File: config.mk
export PLATFORM = sky130hd
export DESIGN_NAME = flag_intr_unit
export DESIGN_NICKNAME = d
export VERILOG_FILES = /design/src/rtl/flag_intr_unit.sv
export SDC_FILE = /design/constraint.sdc
export NUM_CORES = 1
export LEC_CHECK = 0
export ABC_AREA = 1
export CAP_MARGIN = 20
export CORE_AREA = 2 2 55 57
export CTS_BUF_LIST = sky130_fd_sc_hd__clkbuf_4
export CTS_CLUSTER_SIZE = 14
export DETAILED_ROUTE_END_ITERATION = 10
export DIE_AREA = 0 0 57 59
export PLACE_DENSITY_LB_ADDON = 0.08
export SETUP_SLACK_MARGIN = 0.3
export SLEW_MARGIN = 0
export SYNTH_ARGS = -nofsm -noshare
export SYNTH_HDL_FRONTEND = slang
export SYNTH_SLANG_ARGS = --single-unit
export TNS_END_PERCENT = 50
File: constraint.sdc
create_clock -name CLK -period 1.7 [get_ports CLK]
set_input_delay 0.34 -clock CLK [delete_from_list [all_inputs] [get_ports CLK]]
set_output_delay 0.34 -clock CLK [all_outputs]
set_load 0.05 [all_outputs]
File: src/rtl/flag_intr_unit.sv
// Flag and interrupt unit: C/Z/I flags with shadow save/restore for interrupt entry,
// plus a synchronized, debounced external interrupt that latches a pending request.
module flag_intr_unit #(
  parameter int unsigned DB_CYCLES = 4
) (
  input  logic CLK,
  input  logic RESET_N,
  input  logic INTR_IN,
  input  logic ALU_C,
  input  logic ALU_Z,
  input  logic FLG_C_SET,
  input  logic FLG_C_CLR,
  input  logic FLG_C_LD,
  input  logic FLG_Z_LD,
  input  logic FLG_SHAD_LD,
  input  logic FLG_LD_SEL,
  input  logic I_SET,
  input  logic I_CLR,
  output logic C_FLAG,
  output logic Z_FLAG,
  output logic I_FLAG,
  output logic INTR,
  output logic INTR_PEND
);

  localparam logic [7:0] DB_MAX = DB_CYCLES[7:0];

  logic       sync1_q, sync1_d;
  logic       sync2_q, sync2_d;
  logic [7:0] db_cnt_q, db_cnt_d;
  logic       db_prev_q, db_prev_d;
  logic       pend_q, pend_d;
  logic       c_q, c_d;
  logic       z_q, z_d;
  logic       i_q, i_d;
  logic       shad_c_q, shad_c_d;
  logic       shad_z_q, shad_z_d;
  logic       db_lvl_s;
  logic       db_edge_s;

  // State registers, all cleared asynchronously by RESET_N.
  always_ff @(posedge CLK or negedge RESET_N) begin
    if (!RESET_N) begin
      sync1_q   <= 1'b0;
      sync2_q   <= 1'b0;
      db_cnt_q  <= 8'd0;
      db_prev_q <= 1'b0;
      pend_q    <= 1'b0;
      c_q       <= 1'b0;
      z_q       <= 1'b0;
      i_q       <= 1'b0;
      shad_c_q  <= 1'b0;
      shad_z_q  <= 1'b0;
    end else begin
      sync1_q   <= sync1_d;
      sync2_q   <= sync2_d;
      db_cnt_q  <= db_cnt_d;
      db_prev_q <= db_prev_d;
      pend_q    <= pend_d;
      c_q       <= c_d;
      z_q       <= z_d;
      i_q       <= i_d;
      shad_c_q  <= shad_c_d;
      shad_z_q  <= shad_z_d;
    end
  end

  // Synchronizer, debounce counter and pending-interrupt latch.
  always_comb begin
    sync1_d = INTR_IN;
    sync2_d = sync1_q;

    if (sync2_q) begin
      if (db_cnt_q == DB_MAX) begin
        db_cnt_d = db_cnt_q;
      end else begin
        db_cnt_d = db_cnt_q + 8'd1;
      end
    end else begin
      db_cnt_d = 8'd0;
    end

    db_lvl_s  = (db_cnt_q == DB_MAX);
    db_edge_s = db_lvl_s & ~db_prev_q;
    db_prev_d = db_lvl_s;

    // A fresh edge beats the entry clear so a request arriving during entry survives.
    pend_d = db_edge_s | (pend_q & ~FLG_SHAD_LD);
  end

  // Flag next-state priority chains and shadow capture.
  always_comb begin
    if (FLG_SHAD_LD) begin
      c_d = 1'b0;
    end else if (FLG_C_CLR) begin
      c_d = 1'b0;
    end else if (FLG_C_SET) begin
      c_d = 1'b1;
    end else if (FLG_LD_SEL) begin
      c_d = shad_c_q;
    end else if (FLG_C_LD) begin
      c_d = ALU_C;
    end else begin
      c_d = c_q;
    end

    if (FLG_SHAD_LD) begin
      z_d = 1'b0;
    end else if (FLG_LD_SEL) begin
      z_d = shad_z_q;
    end else if (FLG_Z_LD) begin
      z_d = ALU_Z;
    end else begin
      z_d = z_q;
    end

    if (FLG_SHAD_LD) begin
      i_d = 1'b0;
    end else if (I_CLR) begin
      i_d = 1'b0;
    end else if (I_SET) begin
      i_d = 1'b1;
    end else begin
      i_d = i_q;
    end

    if (FLG_SHAD_LD) begin
      shad_c_d = c_q;
      shad_z_d = z_q;
    end else begin
      shad_c_d = shad_c_q;
      shad_z_d = shad_z_q;
    end
  end

  assign C_FLAG    = c_q;
  assign Z_FLAG    = z_q;
  assign I_FLAG    = i_q;
  assign INTR_PEND = pend_q;
  assign INTR      = pend_q & i_q;

endmodule
==> results of run 1 <==
cells in the final DEF, fill, tap and decap left out:
master | netlist | routed
o21ai_1 | 4 | 4
nor2_2 | 3 | 3
ha_1 | 2 | 2
buf_4 | 0 | 6
o21ai_0 | 1 | 1
nand2_2 | 2 | 2
nand3_2 | 1 | 1
nand3_1 | 8 | 8
xnor2_1 | 1 | 1
nand2_1 | 18 | 18
inv_1 | 13 | 12
a21oi_1 | 6 | 6
clkbuf_4 | 0 | 4
nor2_4 | 1 | 1
nor2_1 | 12 | 12
nor3_1 | 3 | 3
clkdlybuf4s50_1 | 0 | 12
clkinv_1 | 1 | 1
or2_1 | 1 | 1
o21ai_2 | 1 | 1
dfrtp_1 | 17 | 17
a21oi_2 | 1 | 1
inv_2 | 1 | 2
registers in the layout (all words and copies together) (netlist names):
| name | flops |
|---|---|
| C_FLAG | 1 |
| INTR_PEND | 1 |
| I_FLAG | 1 |
| Z_FLAG | 1 |
| db_cnt_q | 8 |
| db_prev_q | 1 |
| shad_c_q | 1 |
| shad_z_q | 1 |
| sync1_q | 1 |
| sync2_q | 1 |
what timing repair did:
action                                  in CTS  in global routing
gates resized for setup                      0                  1
endpoints found under the setup margin       0                  2
setup buffers                                0                  0
power groups by stage:
stage	clock network (uW)	logic [uW]	registers, uW
floorplan	0	159	544
global placement	0	263	528
detailed placement	0	267	526
CTS	247	267	519
global route	262	294	531
finish	229	261	519
per-stage QoR:
| step | instances | hold slack (ns) | power [uW] | util [%] |
|---|---|---|---|---|
| finish | 150 | 0.361 | 1010 | 38.7 |
| detailed placement | 146 | 0.339 | 793 | 37.6 |
| CTS | 150 | 0.362 | 1030 | 38.7 |
| global placement | 146 | 0.333 | 791 | 37.6 |
| global route | 150 | 0.369 | 1090 | 38.7 |
| floorplan | 98 | 0.0444 | 703 | - |
metal layers:
layer	share of wire, %	vias up	global-route usage, %	wire length [um]
met5	0	-	0	0
met3	7.3	2	3.93	113
li1	-	348	-	-
met4	1.0	0	5.98	16
met2	45	17	17.2	701
met1	47	291	13.0	727
cells by family after synthesis:
kind of cell	count (synthesis)	synth area share, %
AND/OR/NAND/NOR	49	27.4
flip-flops	17	51.5
buffers and inverters	16	8.18
AO/OA/AOI/OAI	13	8.79
adder cells (fa/ha/maj)	2	3.03
XOR/XNOR	1	1.06
worst paths after layout:
check,startpoint,slack [ns],depth (start not counted),to
max in group asynchronous,RESET_N,1.13,2,db_cnt_q[3]
min in group asynchronous,RESET_N,0.38,2,db_cnt_q[0]
worst min register to register,sync1_q,0.36,0,sync2_q
worst max-delay path,INTR_PEND,0.39,3,INTR
worst min-delay path,sync1_q,0.36,0,sync2_q
worst max register to register,db_cnt_q[0],0.45,7,db_cnt_q[3]
final cells by class:
cell class,count,area (um^2)
clock buffer,4,30.0
multi-input combinational,65,333
tap,31,38.8
inverter,15,56.3
timing repair buffer,18,165
fill,275,1660
sequential,17,425
==> impl_metrics.json, run 1 <==
{
  "antenna_found_initial": 0,
  "status": "finished, final reports clean",
  "p_sw_uw": 332,
  "yosysSeqAreaShare_pct": 51.5,
  "drt-vias-per-instance": 4.39,
  "final_hold_viol_count": 0,
  "yosysMostFrequentCell": "nand2_1",
  "synth_warnings": 0,
  "io_pins": 18,
  "cts_hold_buf": 0,
  "synthCells": 98,
  "synth_top_area_cell": "dfrtp_1",
  "yosys-top-cells-area": "dfrtp_1, nand2_1, inv_1, nor2_1, nand3_1",
  "drc": 0,
  "p_sw_share_pct": 32.8,
  "setup_violations": 0,
  "p_int_uw": 678,
  "skew_ns": 0.00387,
  "final.min_clock_period_ns": 1.31,
  "synth_edf_count": 0,
  "cts_num_sinks": 17,
  "cts_tree": "built",
  "htreeDepth": 1,
  "core_um2": 2710,
  "final_antenna_net_count": 0,
  "io_buffers": 17,
  "max_freq_mhz": 762,
  "cap_violations": 0,
  "worstPathArrival_ns": 0.97,
  "drtIter0Drc": 16,
  "die_area_um2": 3360,
  "root_buffer": "clkbuf_4",
  "startpoint_type": "register",
  "critPathMaxFanout": 3,
  "via_count": 658,
  "fin_ws_ns": 0.387,
  "worst_path_largest_cell_delay_ns": 0.41,
  "clock_path_buffers": 2,
  "endpoint_kind": "output port",
  "grt_pass1_wl_um": 2780,
  "globalplace.congestion": 0.773,
  "rsz0062_at_grt": "no",
  "routedWlPerCell_um": 10.4,
  "dp_slack_ns": 0.387,
  "grt_pass1_vias": 622,
  "die_h_um": 59,
  "worstPathRequired_ns": 1.36,
  "cts_buffers": 3,
  "yosys-top-cells-count": "nand2_1, dfrtp_1, inv_1, nor2_1, nand3_1",
  "drive_gt1_share_pct": 17.6,
  "netlist.area_leader.share_pct": 51.5,
  "clk-insertion-delay-late_ns": 0.28,
  "start_util_pct": 30.5,
  "ys_ff_latch": 17,
  "leakage_uw": 0.000515,
  "crit_chain": "nand2_1 -> inv_1 -> buf_4",
  "critPathKind": "register to output port",
  "combPwrFrac_pct": 25.9,
  "worstPathBufferInverterCount": 2,
  "cp_slowest_cell": "dfrtp_1",
  "p_clk_share_pct": 22.7,
  "syn-num-nets": 113,
  "power_per_cell_area_nw_per_um2": 963,
  "firstDrtPassIters": 4,
  "place_area_um2": 1020,
  "grt_remaining_overflow": 0,
  "fin_setup_tns_ns": 0,
  "synthesis.area_um2": 826,
  "row_count": 19,
  "synth.distinct_cells": 21,
  "tightest_slew_ns": 0.291,
  "fin_nets": 135,
  "syn2layout_area_growth_pct": 27.0,
  "dpl.hpwl_um": 1140,
  "cts.clk_slew.worst_paths_ns": 0.09,
  "grt.total_usage_pct": 10.9,
  "cp_top_family": "flip-flops",
  "grt_max_degree": 18,
  "syn_area_per_cell_um2": 8.43,
  "antenna_cells": 0,
  "hp-class": "register to register",
  "finalCritPeriodShare_pct": 77.2,
  "wl_um": 1560,
  "sequentialPowerShare_pct": 51.4,
  "slew_viol_final": 0,
  "maxSlewHeadroom_pct": 80.6,
  "fin_area_um2": 1050,
  "synthFlopType": "dfrtp_1",
  "die_w_um": 57,
  "peakVddDrop_mv": 0.570,
  "async_flop_share_pct": 100
}
Note: power is estimated with default switching activity, not from simulation.
==> run 2: changes to the inputs <==
==> constraint.sdc (replaced) <==
create_clock -name CLK -period 1.3 [get_ports CLK]
set_input_delay 0.26 -clock CLK [delete_from_list [all_inputs] [get_ports CLK]]
set_output_delay 0.26 -clock CLK [all_outputs]
set_load 0.05 [all_outputs]
==> run 2 against run 1 <==
  * Final cell count up 6.0%
  * Non-clock buffer count grew 9
  * Highest routed layer unchanged
  * Critical path depth is the same
  * Critical endpoint unchanged
  * Die area unchanged
  * Cell area rose by 26%
  * Largest cell class is now multi-input combinational cells
  * Routed wire length grew 15%
  * Sequential share of layout area down 7.8 points
==> impl_metrics.json, run 2 (synthesis results as in run 1) <==
{
  "final_common_cell": "nand2_1",
  "cap_violations": 0,
  "io_pins": 18,
  "setup_violations": 0,
  "cts_num_sinks": 17,
  "leakage_uw": 0.000606,
  "layout_common_cells": "nand2_1, dfrtp_1, clkdlybuf4s50_1",
  "wl_um": 1790,
  "worstPathRequired_ns": 1.04,
  "multiInputGateArea_um2": 454,
  "fin_setup_tns_ns": 0,
  "drt-vias-per-instance": 4.51,
  "worstPathArrival_ns": 1.03,
  "firstDrtPassIters": 2,
  "cts.clk_slew.worst_paths_ns": 0.10,
  "peakVddDrop_mv": 0.940,
  "power_uw": 1720,
  "num-fill-cells": 266,
  "reg2regPathDepth": 7,
  "clk-insertion-delay-late_ns": 0.30,
  "dpl.hpwl_um": 1160,
  "slew_viol_final": 0,
  "critPathKind": "register to output port",
  "grt_pass1_vias": 686,
  "cts_hold_buf": 0,
  "critPathMaxFanout": 2,
  "tightest_slew_ns": 0.242,
  "core_um2": 2710,
  "final_antenna_net_count": 0,
  "antenna_cells": 0,
  "syn2layout_area_growth_pct": 59.5,
  "clock_path_buffers": 2,
  "largest_reg_flops": 8,
  "regArea_um2": 432,
  "rsz0062_at_grt": "yes",
  "final_hold_viol_count": 0,
  "hp-class": "input pin to async pin",
  "root_buffer": "clkbuf_4",
  "skew_ns": 0.00250,
  "via_count": 717,
  "maxSlewHeadroom_pct": 83.9,
  "grt_max_degree": 18,
  "htreeDepth": 1,
  "grtUsageMet2_pct": 18.9,
  "die_w_um": 57,
  "globalplace.congestion": 0.741,
  "busiest_layer": "met2",
  "die_area_um2": 3360,
  "drive_gt1_share_pct": 39.1,
  "routedWlPerCell_um": 11.2,
  "fin_nets": 144,
  "endpoint_kind": "output port",
  "fin_area_um2": 1320,
  "finalCritPeriodShare_pct": 99.0,
  "max_freq_mhz": 777,
  "place_area_um2": 1110,
  "grt.total_usage_pct": 11.7,
  "final_util_pct": 48.6,
  "cts_buffers": 3,
  "grt_pass1_wl_um": 2980,
  "power_per_cell_area_nw_per_um2": 1300,
  "top_register": "db_cnt_q",
  "cts_tree": "built",
  "hold_ws_ns": 0.274,
  "grt_remaining_overflow": 0,
  "die_h_um": 59,
  "antenna_found_initial": 0,
  "drtIter0Drc": 18,
  "io_buffers": 17,
  "start_util_pct": 30.5,
  "status": "finished, final reports clean",
  "startpoint_type": "register",
  "row_count": 19,
  "met1_usage_pct": 14.0,
  "grt_util_met3_pct": 2.62,
  "final.min_clock_period_ns": 1.29,
  "drc": 0
}
run 2: worst paths after layout:
| check | start | endpoint | slack, ns |
|---|---|---|---|
| setup reg to reg | db_cnt_q[0] | db_cnt_q[3] | 0.07 |
| setup / recovery | INTR_PEND | INTR | 0.01 |
| max in group asynchronous | RESET_N | db_cnt_q[3] | 0.82 |
| hold reg to reg | sync1_q | sync2_q | 0.35 |
| min in group CLK | sync1_q | sync2_q | 0.35 |
| hold / removal | RESET_N | db_cnt_q[0] | 0.27 |
run 2: final cells by class:
type | count | area share (%)
clock buffers | 4 | 2.28
well taps | 31 | 2.94
flip-flops and latches | 17 | 32.8
repair buffers | 27 | 23.0
inverters | 15 | 4.56
multi-input cells | 65 | 34.5
run 2: through the flow:
stage | cells | setup slack, ns
finish | 159 | 0.0130
global route | 159 | -0.0391
CTS | 158 | 0.000996
detailed placement | 147 | 0.0655
global placement | 147 | 0.0598
floorplan | 98 | 0.149
run 2: repair_timing:
action / in CTS / in global routing
pin swaps: 0 / 12
hold endpoints to repair: 0 / 0
gates resized for setup: 5 / 23
buffers inserted: 7 / 1
endpoints found under the setup margin: 15 / 15
run 2: where the power goes:
group	internal, uW	switching, uW	total [uW]
clock	141	169	310
sequential	605	103	709
combinational	371	329	700
run 2: worst max-delay path, cell delays in order (launching register included):
cell	delay, ns
dfrtp_2	0.41
nand2_2	0.08
clkinvlp_4	0.09
buf_12	0.15
run 2: routing by layer:
layer,part of all wire [%],wire [um],vias to the layer above
met5,0,0,-
met4,2.7,48,0
met3,5.5,99,5
met2,47,833,18
met1,45,806,324
li1,-,-,370
